[config.mk]
export PLATFORM = sky130hd
export DESIGN_NAME = cpu_sequencer
export DESIGN_NICKNAME = d
export VERILOG_FILES = /design/src/rtl/cpu_sequencer.sv
export SDC_FILE = /design/constraint.sdc
export NUM_CORES = 1
export LEC_CHECK = 0
export ABC_AREA = 1
export BUFFER_PORTS_ARGS = -buffer_cell sky130_fd_sc_hd__clkbuf_2
export CAP_MARGIN = 10
export CORE_MARGIN = 5
export CORE_UTILIZATION = 49
export CTS_BUF_LIST = sky130_fd_sc_hd__clkbuf_16
export DETAILED_ROUTE_END_ITERATION = 8
export PLACE_DENSITY = 0.8
export SLEW_MARGIN = 0
export SYNTH_ARGS = -nofsm -noshare
export SYNTH_HDL_FRONTEND = slang
export SYNTH_SLANG_ARGS = --single-unit
[constraint.sdc]
create_clock -name clk -period 1.4 [get_ports clk]
set_input_delay 0.28 -clock clk [delete_from_list [all_inputs] [get_ports clk]]
set_output_delay 0.28 -clock clk [all_outputs]
set_load 0.05 [all_outputs]
[src/rtl/cpu_sequencer.sv]
`default_nettype none
// ============================================================================
// Module   : cpu_sequencer
// Brief    : Three-state fetch/execute controller: fetches instructions over a
//            req/valid handshake, drives the external ALU, holds A/B/C/flags.
// Revision : 1.0 - initial release
// ============================================================================
module cpu_sequencer #(
  parameter int DATA_WIDTH     = 16,
  parameter int ADDRESS_WIDTH  = 12,
  parameter int OPCODE         = 4,
  parameter int ALU_FLAG_WIDTH = 5
) (
  input  logic                      clk,
  input  logic                      rst_n,
  input  logic                      start,
  input  logic                      halt_req,
  output logic                      mem_req,
  output logic [ADDRESS_WIDTH-1:0]  mem_addr,
  input  logic [DATA_WIDTH-1:0]     mem_rdata,
  input  logic                      mem_rvalid,
  output logic [OPCODE-1:0]         alu_op,
  output logic [DATA_WIDTH-1:0]     alu_a,
  output logic [DATA_WIDTH-1:0]     alu_b,
  input  logic [DATA_WIDTH-1:0]     alu_result,
  input  logic [ALU_FLAG_WIDTH-1:0] alu_flags,
  output logic [2:0]                state_o,
  output logic [ADDRESS_WIDTH-1:0]  pc_o,
  output logic [DATA_WIDTH-1:0]     reg_c_o,
  output logic [ALU_FLAG_WIDTH-1:0] flags_o,
  output logic                      busy
);

  localparam int c_imm_w = DATA_WIDTH - OPCODE;

  localparam logic [2:0] c_st_reset   = 3'd0;
  localparam logic [2:0] c_st_load    = 3'd1;
  localparam logic [2:0] c_st_execute = 3'd2;

  localparam logic [OPCODE-1:0] c_op_add   = 4'b0000;
  localparam logic [OPCODE-1:0] c_op_loada = 4'b1101;
  localparam logic [OPCODE-1:0] c_op_loadb = 4'b1110;
  localparam logic [OPCODE-1:0] c_op_loadc = 4'b1111;

  logic [2:0]                r_state;
  logic [2:0]                w_state_next;
  logic [ADDRESS_WIDTH-1:0]  r_pc;
  logic [DATA_WIDTH-1:0]     r_ir;
  logic [DATA_WIDTH-1:0]     r_a;
  logic [DATA_WIDTH-1:0]     r_b;
  logic [DATA_WIDTH-1:0]     r_c;
  logic [ALU_FLAG_WIDTH-1:0] r_flags;

  logic                      w_mem_req;
  logic [OPCODE-1:0]         w_alu_op;
  logic [OPCODE-1:0]         w_ir_op;
  logic [DATA_WIDTH-1:0]     w_imm_ext;

  assign w_ir_op   = r_ir[DATA_WIDTH-1 -: OPCODE];
  assign w_imm_ext = {{OPCODE{1'b0}}, r_ir[c_imm_w-1:0]};

  always_ff @(posedge clk or negedge rst_n) begin
    if (!rst_n) begin
      r_state <= c_st_reset;
    end else begin
      r_state <= w_state_next;
    end
  end

  // halt_req is only looked at in EXECUTE, so a pending fetch always completes
  always_comb begin
    w_state_next = r_state;
    case (r_state)
      c_st_reset:   if (start)      w_state_next = c_st_load;
      c_st_load:    if (mem_rvalid) w_state_next = c_st_execute;
      c_st_execute: w_state_next = halt_req ? c_st_reset : c_st_load;
      default:      w_state_next = c_st_reset;
    endcase
  end

  always_comb begin
    w_mem_req = 1'b0;
    w_alu_op  = c_op_add;
    case (r_state)
      c_st_load:    w_mem_req = 1'b1;
      c_st_execute: w_alu_op  = w_ir_op;
      default:      ;
    endcase
  end

  always_ff @(posedge clk or negedge rst_n) begin
    if (!rst_n) begin
      r_pc    <= '0;
      r_ir    <= '0;
      r_a     <= '0;
      r_b     <= '0;
      r_c     <= '0;
      r_flags <= '0;
    end else begin
      case (r_state)
        c_st_load: begin
          if (mem_rvalid) begin
            r_ir <= mem_rdata;
            r_pc <= r_pc + {{(ADDRESS_WIDTH-1){1'b0}}, 1'b1};
          end
        end
        c_st_execute: begin
          case (w_ir_op)
            c_op_loada: r_a <= w_imm_ext;
            c_op_loadb: r_b <= w_imm_ext;
            c_op_loadc: r_c <= w_imm_ext;
            default: begin
              r_c     <= alu_result;
              r_flags <= alu_flags;
            end
          endcase
        end
        default: ;
      endcase
    end
  end

  assign mem_req  = w_mem_req;
  assign mem_addr = r_pc;
  assign alu_op   = w_alu_op;
  assign alu_a    = r_a;
  assign alu_b    = r_b;
  assign state_o  = r_state;
  assign pc_o     = r_pc;
  assign reg_c_o  = r_c;
  assign flags_o  = r_flags;
  assign busy     = (r_state != c_st_reset);

endmodule
`default_nettype wire

Yosys cells after proc, flatten, opt, wreduce, memory -nomap -nowiden
Index checks and enable logic that the tools add are counted.

storage, ports and cells
  flip-flop bits (word level) = 76
  bits in latches = 0
  bits in writable memories = 0
  memory bits (read-only) = 0
  input port bits = 42
  output and inout port bits = 86
  word-level logic and storage cells = 34
  memories = 0

operators by class
  $add $sub $neg = 1
  multiply operators = 0
  divide/modulo/power cells = 0
  $lt $le $gt $ge = 0
  equality and inequality tests = 7
  shifts and indexed selects = 0
  multiplexer cells = 7
  bitwise logic cells = 2
  reduce and logical (&&, ||, !) cells = 10

operators by type and width
  cell                                                             count
  16-bit case mux with 2 select lines                              1
  12-bit by 1-bit adder with 12-bit output, second input constant  1
  4-bit == test, second input constant                             3
  2-bit AND reduction                                              6
  3-bit case mux with 3 select lines                               1
  3-bit 2-to-1 mux                                                 2
  4-bit 2-to-1 mux                                                 1
  2-bit inequality test, second input constant                     2
  3-bit by 1-bit == test with 1-bit output, second input constant  1
  3-bit by 2-bit == test with 1-bit output, second input constant  1
  3-bit zero test                                                  1
  3-bit nonzero test                                               1
  3-bit OR reduction                                               1
  1-bit 2-to-1 mux                                                 2
  1-bit NOT                                                        2
  2-bit OR reduction                                               1

Logic depth before layout (Yosys ltp)
Gate-level depths: netlist of the first run.

  word-level depth = 4
  gate-level depth with buffers = 8
  mapped depth without buffers = 7

Worst setup path after synthesis of the first run
Ideal clock, no wire load.

  kind = register to output
  from = reg r_state[1], in the netlist state_o[1]
  to = out alu_op[0]
  arrival = 1.689 ns
  data required time = 1.120 ns
  slack = -0.569 ns
  cell stages (with the launch flop) = 5
  path buffers = 0
  cells stage by stage = dfrtp_1 > inv_2 > nor2_4 > inv_1 > nor2_1

on the way
  word-level cells in the longest chain between the ends = 2

ends and longest elaborated chain
  what                                      RTL line  source
  start: declaration                        45        logic [2:0] r_state;
  start signal: assignment                  64        r_state <= c_st_reset;
  start signal: assignment                  66        r_state <= w_state_next;
  3-bit by 2-bit == test with 1-bit output  84        case (r_state)
  4-bit 2-to-1 mux                          84
  end: declaration                          22        output logic [OPCODE-1:0] alu_op,

Every way passes these cells.

Worst setup path after layout of the first run
Ends and elaborated chain as after synthesis.

==> results of run 1 <==
-- metrics by stage --
stage	setup WS, ns	utilization [%]
after floorplan	-0.168	-
after global placement	0.00803	60.4
after detailed placement	-0.0206	60.4
after CTS	-0.291	65.7
after global routing	-0.394	66.9
final	-0.343	66.9
-- logic make-up (layout without fill, tap and decap cells) --
| kind of cell | count (synthesis) | in the layout |
|---|---|---|
| flip-flops | 75 | 75 |
| XOR/XNOR | 4 | 4 |
| AND/OR/NAND/NOR | 209 | 210 |
| adder cells (fa/ha/maj) | 1 | 1 |
| AO/OA/AOI/OAI | 42 | 42 |
| buffers and inverters | 65 | 183 |
| other | 1 | 9 |
-- sequential cells by signal, summed over array words and instances, names as in the netlist --
signal    count
flags_o       5
alu_b        12
alu_a        12
state_o       2
mem_addr     12
reg_c_o      16
r_ir         16
-- worst paths after layout --
check / startpoint / to / depth (start not counted)
worst max register to register: state_o[1] / state_o[0] / 6
worst max-delay path: state_o[1] / alu_op[0] / 5
worst min-delay path: mem_rdata[6] / r_ir[6] / 3
max in group asynchronous: rst_n / r_ir[12] / 3
worst min register to register: reg_c_o[13] / reg_c_o[13] / 2
min in group asynchronous: rst_n / alu_a[6] / 3
-- power by group through the flow --
stage / registers, W / clock network (W) / logic [W]
3_3_place_gp: 0.00377 / 0 / 0.00578
4_1_cts: 0.00378 / 0.00203 / 0.00608
2_1_floorplan: 0.00621 / 0 / 0.00208
3_5_place_dp: 0.00381 / 0 / 0.00587
5_1_grt: 0.00393 / 0.00212 / 0.00665
6_report: 0.00379 / 0.00201 / 0.00626
-- metal layers --
metal	up-vias	wire, µm
met4	0	131
li1	1455	-
met2	90	4250
met1	1362	3720
met5	-	0
met3	15	401
-- final cells by class --
class	instances	area [µm²]	area share, %
sequential	75	1890	41.5
multi-input combinational	266	1290	28.4
timing repair buffer	136	866	19.0
clock buffer	9	225	4.95
inverter	32	124	2.73
tap	96	120	2.64
clock inverter	6	33.8	0.743
-- synthesized netlist by cell type --
master and count:
clkbuf_1 1, nor2_2 1, nand3_1 18, nor2_1 13, nand3_2 3, buf_6 2, buf_2 4, o21ai_0 15
nor3_2 1, o211ai_1 1, conb_1 1, dfrtp_1 75, nor2_4 3, o21ai_1 13, buf_4 26, nand3b_1 1
nand2_2 1, xor2_1 2, ha_1 1, nand2_1 163, inv_2 4, o21ai_2 13, nand4_1 5, xnor2_1 2
inv_1 28
-- worst register-to-register path, delay by kind of cell, from the launching register on --
kind	cells	cell delay (ns)
buf+inv	4	0.61
compound gates	1	0.17
flops	1	0.37
simple gates	1	0.14
-- what timing repair did --
action / CTS / global route
hold endpoints to repair: 70 / 0
pin swaps: 2 / 5
resized for setup: 18 / 18
setup buffers: 3 / 7
hold buffers: 1 / 0
endpoints found under the setup margin: 18 / 64
gates cloned: 0 / 1
==> flow_summary.toml, run 1 <==
[critical_path]
start_kind = "flop"
crit_fanout = 5
required_ns = 1.12
path_delay_family = "buffers and inverters"
path_buf_inv = 3
crit_path_end_kind = "primary output"
critPathArrivalTime_ns = 1.46
crit_slowest_cell = "dfrtp_2"
crit_top_cell = "nor2_4"
critPathKind = "flop to primary output"
worstPathCellList = "inv_2 > nor2_4 > clkinvlp_4 > nor2_4 > buf_8"
slowest_delay_ns = 0.37
rrSetupSlack_ns = 0

[clocking]
numCtsBuffers = 9
cts_tree = "built"
cts_root_buffer = "clkbuf_16"
ctsLongestPathBuffers = 2
ctsHtreeMaxLevel = 3
clk_latency_ns = 0.33
cts.clk_slew.worst_paths_ns = 0.06
clkSinkCount = 75

[grt]
grt.busiest_layer = "met2"
grt_use_total_pct = 19.6
antenna_found_initial = 0
grt_pass1_vias = 2807
overflow = 0
grt_max_degree = 76
grt_use_met3_pct = 2.82
met1_usage_pct = 26.5
grt_pass1_wl_um = 13600
grt_use_met2_pct = 32.6

[floorplanning]
start_util_pct = 50.4
placeableCoreArea_um2 = 6790
die_h_um = 93.6
rows = 30
dieArea_um2 = 8770
io_pins = 128
die_w_um = 93.6

[routing]
dr.pass1.iters = 5
drtIter0Drc = 141
num_vias = 2922
ant_nets = 0
routed_wl_um = 8500
wl_per_cell_um = 13.7
drc = 0
viasPerCell = 4.71

[power_and_ir_drop]
power_frac_comb_pct = 51.9
p_sw_share_pct = 51.7
switchingPower_w = 0.00623
sequentialPowerShare_pct = 31.4
p_per_area_nw_per_um2 = 2650
p_leak_nw = 2.41
ir_worst_vdd_mv = 1.56
power_w = 0.0120
internal-power_w = 0.00582
clkPwrFrac_pct = 16.7

[synthesis]
ys_seq_elements = 75
syn_area_per_cell_um2 = 8.63
synthSimpleGateAreaFrac_pct = 25.6
synth_xor_area_share_pct = 1.02
netlist_area_um2 = 3430
synth_top_area_share_pct = 54.8
synth_compound_area_share_pct = 7.63
synthDistinctLibCells = 25
synth_cells = 397
synth_area_leaders = "dfrtp_1 55%, nand2_1 18%, buf_4 5.7%"
ys_seq_area_share_pct = 54.8
synthMuxAreaShare_pct = 0
synthAdderAreaFrac_pct = 0.365
synth_top_family_by_area = "simple AND/OR/NAND/NOR gates"
synth_top_cell_by_area = "dfrtp_1"
yosysWarnings = 0

[sta]
fin_crit_sh_pct = 124
worst_slack_ns = -0.343
rsz0062_at_grt = "yes"
fin_crit_ns = 1.74
hold_violations = 0
slew_violations = 0
fmax_mhz = 574
skew_ns = 0.00965
fin_tns_setup_ns = -1.73
setup_violations = 7
hold_ws_ns = 0.159

[job]
drv_cap = 0

[placement]
port_buffers = 118
place_inst = 595
hpwlAfterDp_um = 5910
gp_congestion = 0.811
post_dp_cell_area_um2 = 4100

[final_layout]
design_area_um2 = 4550
final_cell_mix = "162 x nand2_1, 107 x clkbuf_2, 67 x dfrtp_1"
fin_cells = 620
final_common_cell = "nand2_1"
fin_nets = 563
fill_cells = 542
area_growth_syn_to_layout_pct = 32.6
layout-drive-gt1-share_pct = 36.8
diodes = 0

[status]
outcome = "finished with violations"
violations = "negative setup slack"

[min_path]
hp-class = "primary input to flop"
(Power assumes the default switching activity.)
==> run 2: changes to the inputs <==
ABC_AREA = not set   (was 1)
CORE_UTILIZATION = 48   (was 49)
PLACE_DENSITY = 0.88   (was 0.8)
==> run 2 against run 1 <==
  * The flow still finishes with violations (negative setup slack)
  * Flip-flop and latch count unchanged
  * Die area down 3.0%
  * Clock power up 19%
  * Power down 6.4%
  * Combinational power down 17%
  * Cell area up 7.6%
  * Clock skew down 0.0035 ns
  * Critical path type is now flop to flop
==> flow_summary.toml, run 2 <==
[grt]
grt_use_met2_pct = 34.8
grt_max_degree = 33
met1_usage_pct = 26.2
grt.busiest_layer = "met2"
overflow = 0
grt_use_total_pct = 21.1
grt_pass1_wl_um = 13800
grt_use_met3_pct = 5.82
antenna_found_initial = 0
grt_pass1_vias = 2771

[synthesis]
ys_seq_area_share_pct = 57.8
yosys.cell_count.top_type = "dfrtp_1"
synth-async-reset-ratio_pct = 100
yosys_most_used_dff = "dfrtp_1"
synth_top_area_share_pct = 57.8
netlist_area_um2 = 3250
yosysWarnings = 0
synth_edf_count = 0
synthDistinctLibCells = 28
synth_commonest_cells = "75 x dfrtp_1, 68 x nand2_1, 29 x mux2_2"
syn_area_per_cell_um2 = 11.6
synth_cells = 279
synth_area_leaders = "dfrtp_1 58%, mux2_2 10%, nand2_1 7.9%"
ys_seq_elements = 75
synth_top_cell_by_area = "dfrtp_1"

[placement]
hpwlAfterDp_um = 5690
gp_congestion = 0.811
port_buffers = 118
post-place-ws_ns = -0.190
place_inst = 475

[sta]
worst_slack_ns = -0.249
fmax_mhz = 606
hold_ws_ns = 0.135
skew_ns = 0.00615
fin_crit_ns = 1.65
fin_crit_sh_pct = 118
rsz0062_at_grt = "yes"
slew_violations = 0
setup_violations = 58
hold_violations = 0

[job]
drv_cap = 0

[floorplanning]
placeableCoreArea_um2 = 6680
rows = 30
dieArea_um2 = 8510
die_w_um = 92.2
start_util_pct = 48.6
io_pins = 128
die_h_um = 92.2

[clocking]
clk_latency_ns = 0.33
ctsHtreeMaxLevel = 3
cts_tree = "built"
cts.clk_slew.worst_paths_ns = 0.06
cts_root_buffer = "clkbuf_16"
clkSinkCount = 75
numCtsBuffers = 9
ctsLongestPathBuffers = 2

[final_layout]
layout-drive-gt1-share_pct = 58.5
area_growth_syn_to_layout_pct = 50.7
fin_cells = 507
final_cell_mix = "109 x clkbuf_2, 64 x dfrtp_1, 53 x nand2_1"
final_common_cell = "clkbuf_2"
fin_nets = 465
diodes = 0
post-route-util_pct = 73.2

[min_path]
holdPathStages = 3
hp-class = "primary input to flop"

[critical_path]
crit_slowest_cell = "dfrtp_2"
critPathArrivalTime_ns = 1.87
r2r.worst_path.cells = 5
worstPathCellList = "nor2b_4 > and2_4 > nor3b_4 > buf_12 > mux2_2"
crit_fanout = 12
critPathKind = "flop to flop"
crit_path_end_kind = "flop"
required_ns = 1.62
slowest_delay_ns = 0.43
start_kind = "flop"

[power_and_ir_drop]
p_per_area_nw_per_um2 = 2310
p_leak_nw = 2.63
power_w = 0.0113
ir_worst_vdd_mv = 1.55

[routing]
drtIter0Drc = 80
ant_nets = 0
dr.pass1.iters = 4
routed_wl_um = 9190
viasPerCell = 5.12
num_vias = 2594
drc = 0
wl_per_cell_um = 18.1

[status]
violations = "negative setup slack"
outcome = "finished with violations"
-- run 2: cell types whose count changed in the layout (fill, tap and decap cells not counted), moves of 13 or more --
cell     delta
inv_1      -21
mux2_4     +23
o21ai_0    -13
nand2_1   -109
nand3_1    -16
mux2i_1    +13
-- run 2: worst max-delay path: cells and delay by family, from the launching register on --
family,cells,cell delay (ns)
multiplexers,1,0.34
AND/OR/NAND/NOR,3,0.56
buffers and inverters,1,0.19
flip-flops,1,0.43
-- run 2: path summary, 6_finish.rpt --
path / slack (ns) / start / end
max in group asynchronous: 0.50 / rst_n / mem_addr[6]
worst min register to register: 0.48 / mem_addr[11] / mem_addr[11]
worst max-delay path: -0.25 / state_o[0] / alu_b[7]
worst min-delay path: 0.14 / mem_rdata[10] / r_ir[10]
min in group asynchronous: 0.37 / rst_n / r_ir[9]
worst max register to register: -0.25 / state_o[0] / alu_b[7]
-- run 2: stage by stage --
step	cell area (µm²)	setup TNS (ns)
4_1_cts	4670	-8.42
5_1_grt	4890	-12.60
3_3_place_gp	4000	-2.94
6_report	4890	-8.19
3_5_place_dp	4000	-5.14
2_1_floorplan	3320	-11.68
-- run 2: logic make-up after synthesis --
kind of cell	Yosys count	share of synthesized area (%)
AOI/OAI and AO/OA	18	3.39
buffers and inverters	34	7.09
and+or+nand+nor	96	13.9
adders and majority gates	1	0.385
DFF	75	57.8
xor gates and xnor gates	12	3.24
muxes	42	14.1
other	1	0.116
-- run 2: final cells by class --
cell class	count	area (µm²)
inverter	4	17.5
tap	80	100
clock inverter	7	85.1
clock buffer	9	225
fill	439	1790
multi-input combinational	179	1430
sequential	75	1890
timing repair buffer	153	1140
-- run 2: what timing repair did --
item,in CTS,in global routing
gates cloned,3,1
resized for setup,54,63
setup buffers,9,6
endpoints found under the setup margin,70,78
hold endpoints to repair,18,0
pin swaps,11,18
hold buffers,1,0
-- run 2: report_power, final --
part	switching, W	leakage (nW)	internal, W
logic	0.00354	1.52	0.00167
registers	0.000725	0.952	0.00294
clock network	0.000862	0.158	0.00154
total	0.00513	2.63	0.00615
-- run 2: per-layer routing --
layer  share of wire [%]  routed length (µm)
met1                  42                3880
met2                  49                4540
met3                 6.5                 598
met4                 1.9                 172
met5                   0                   0
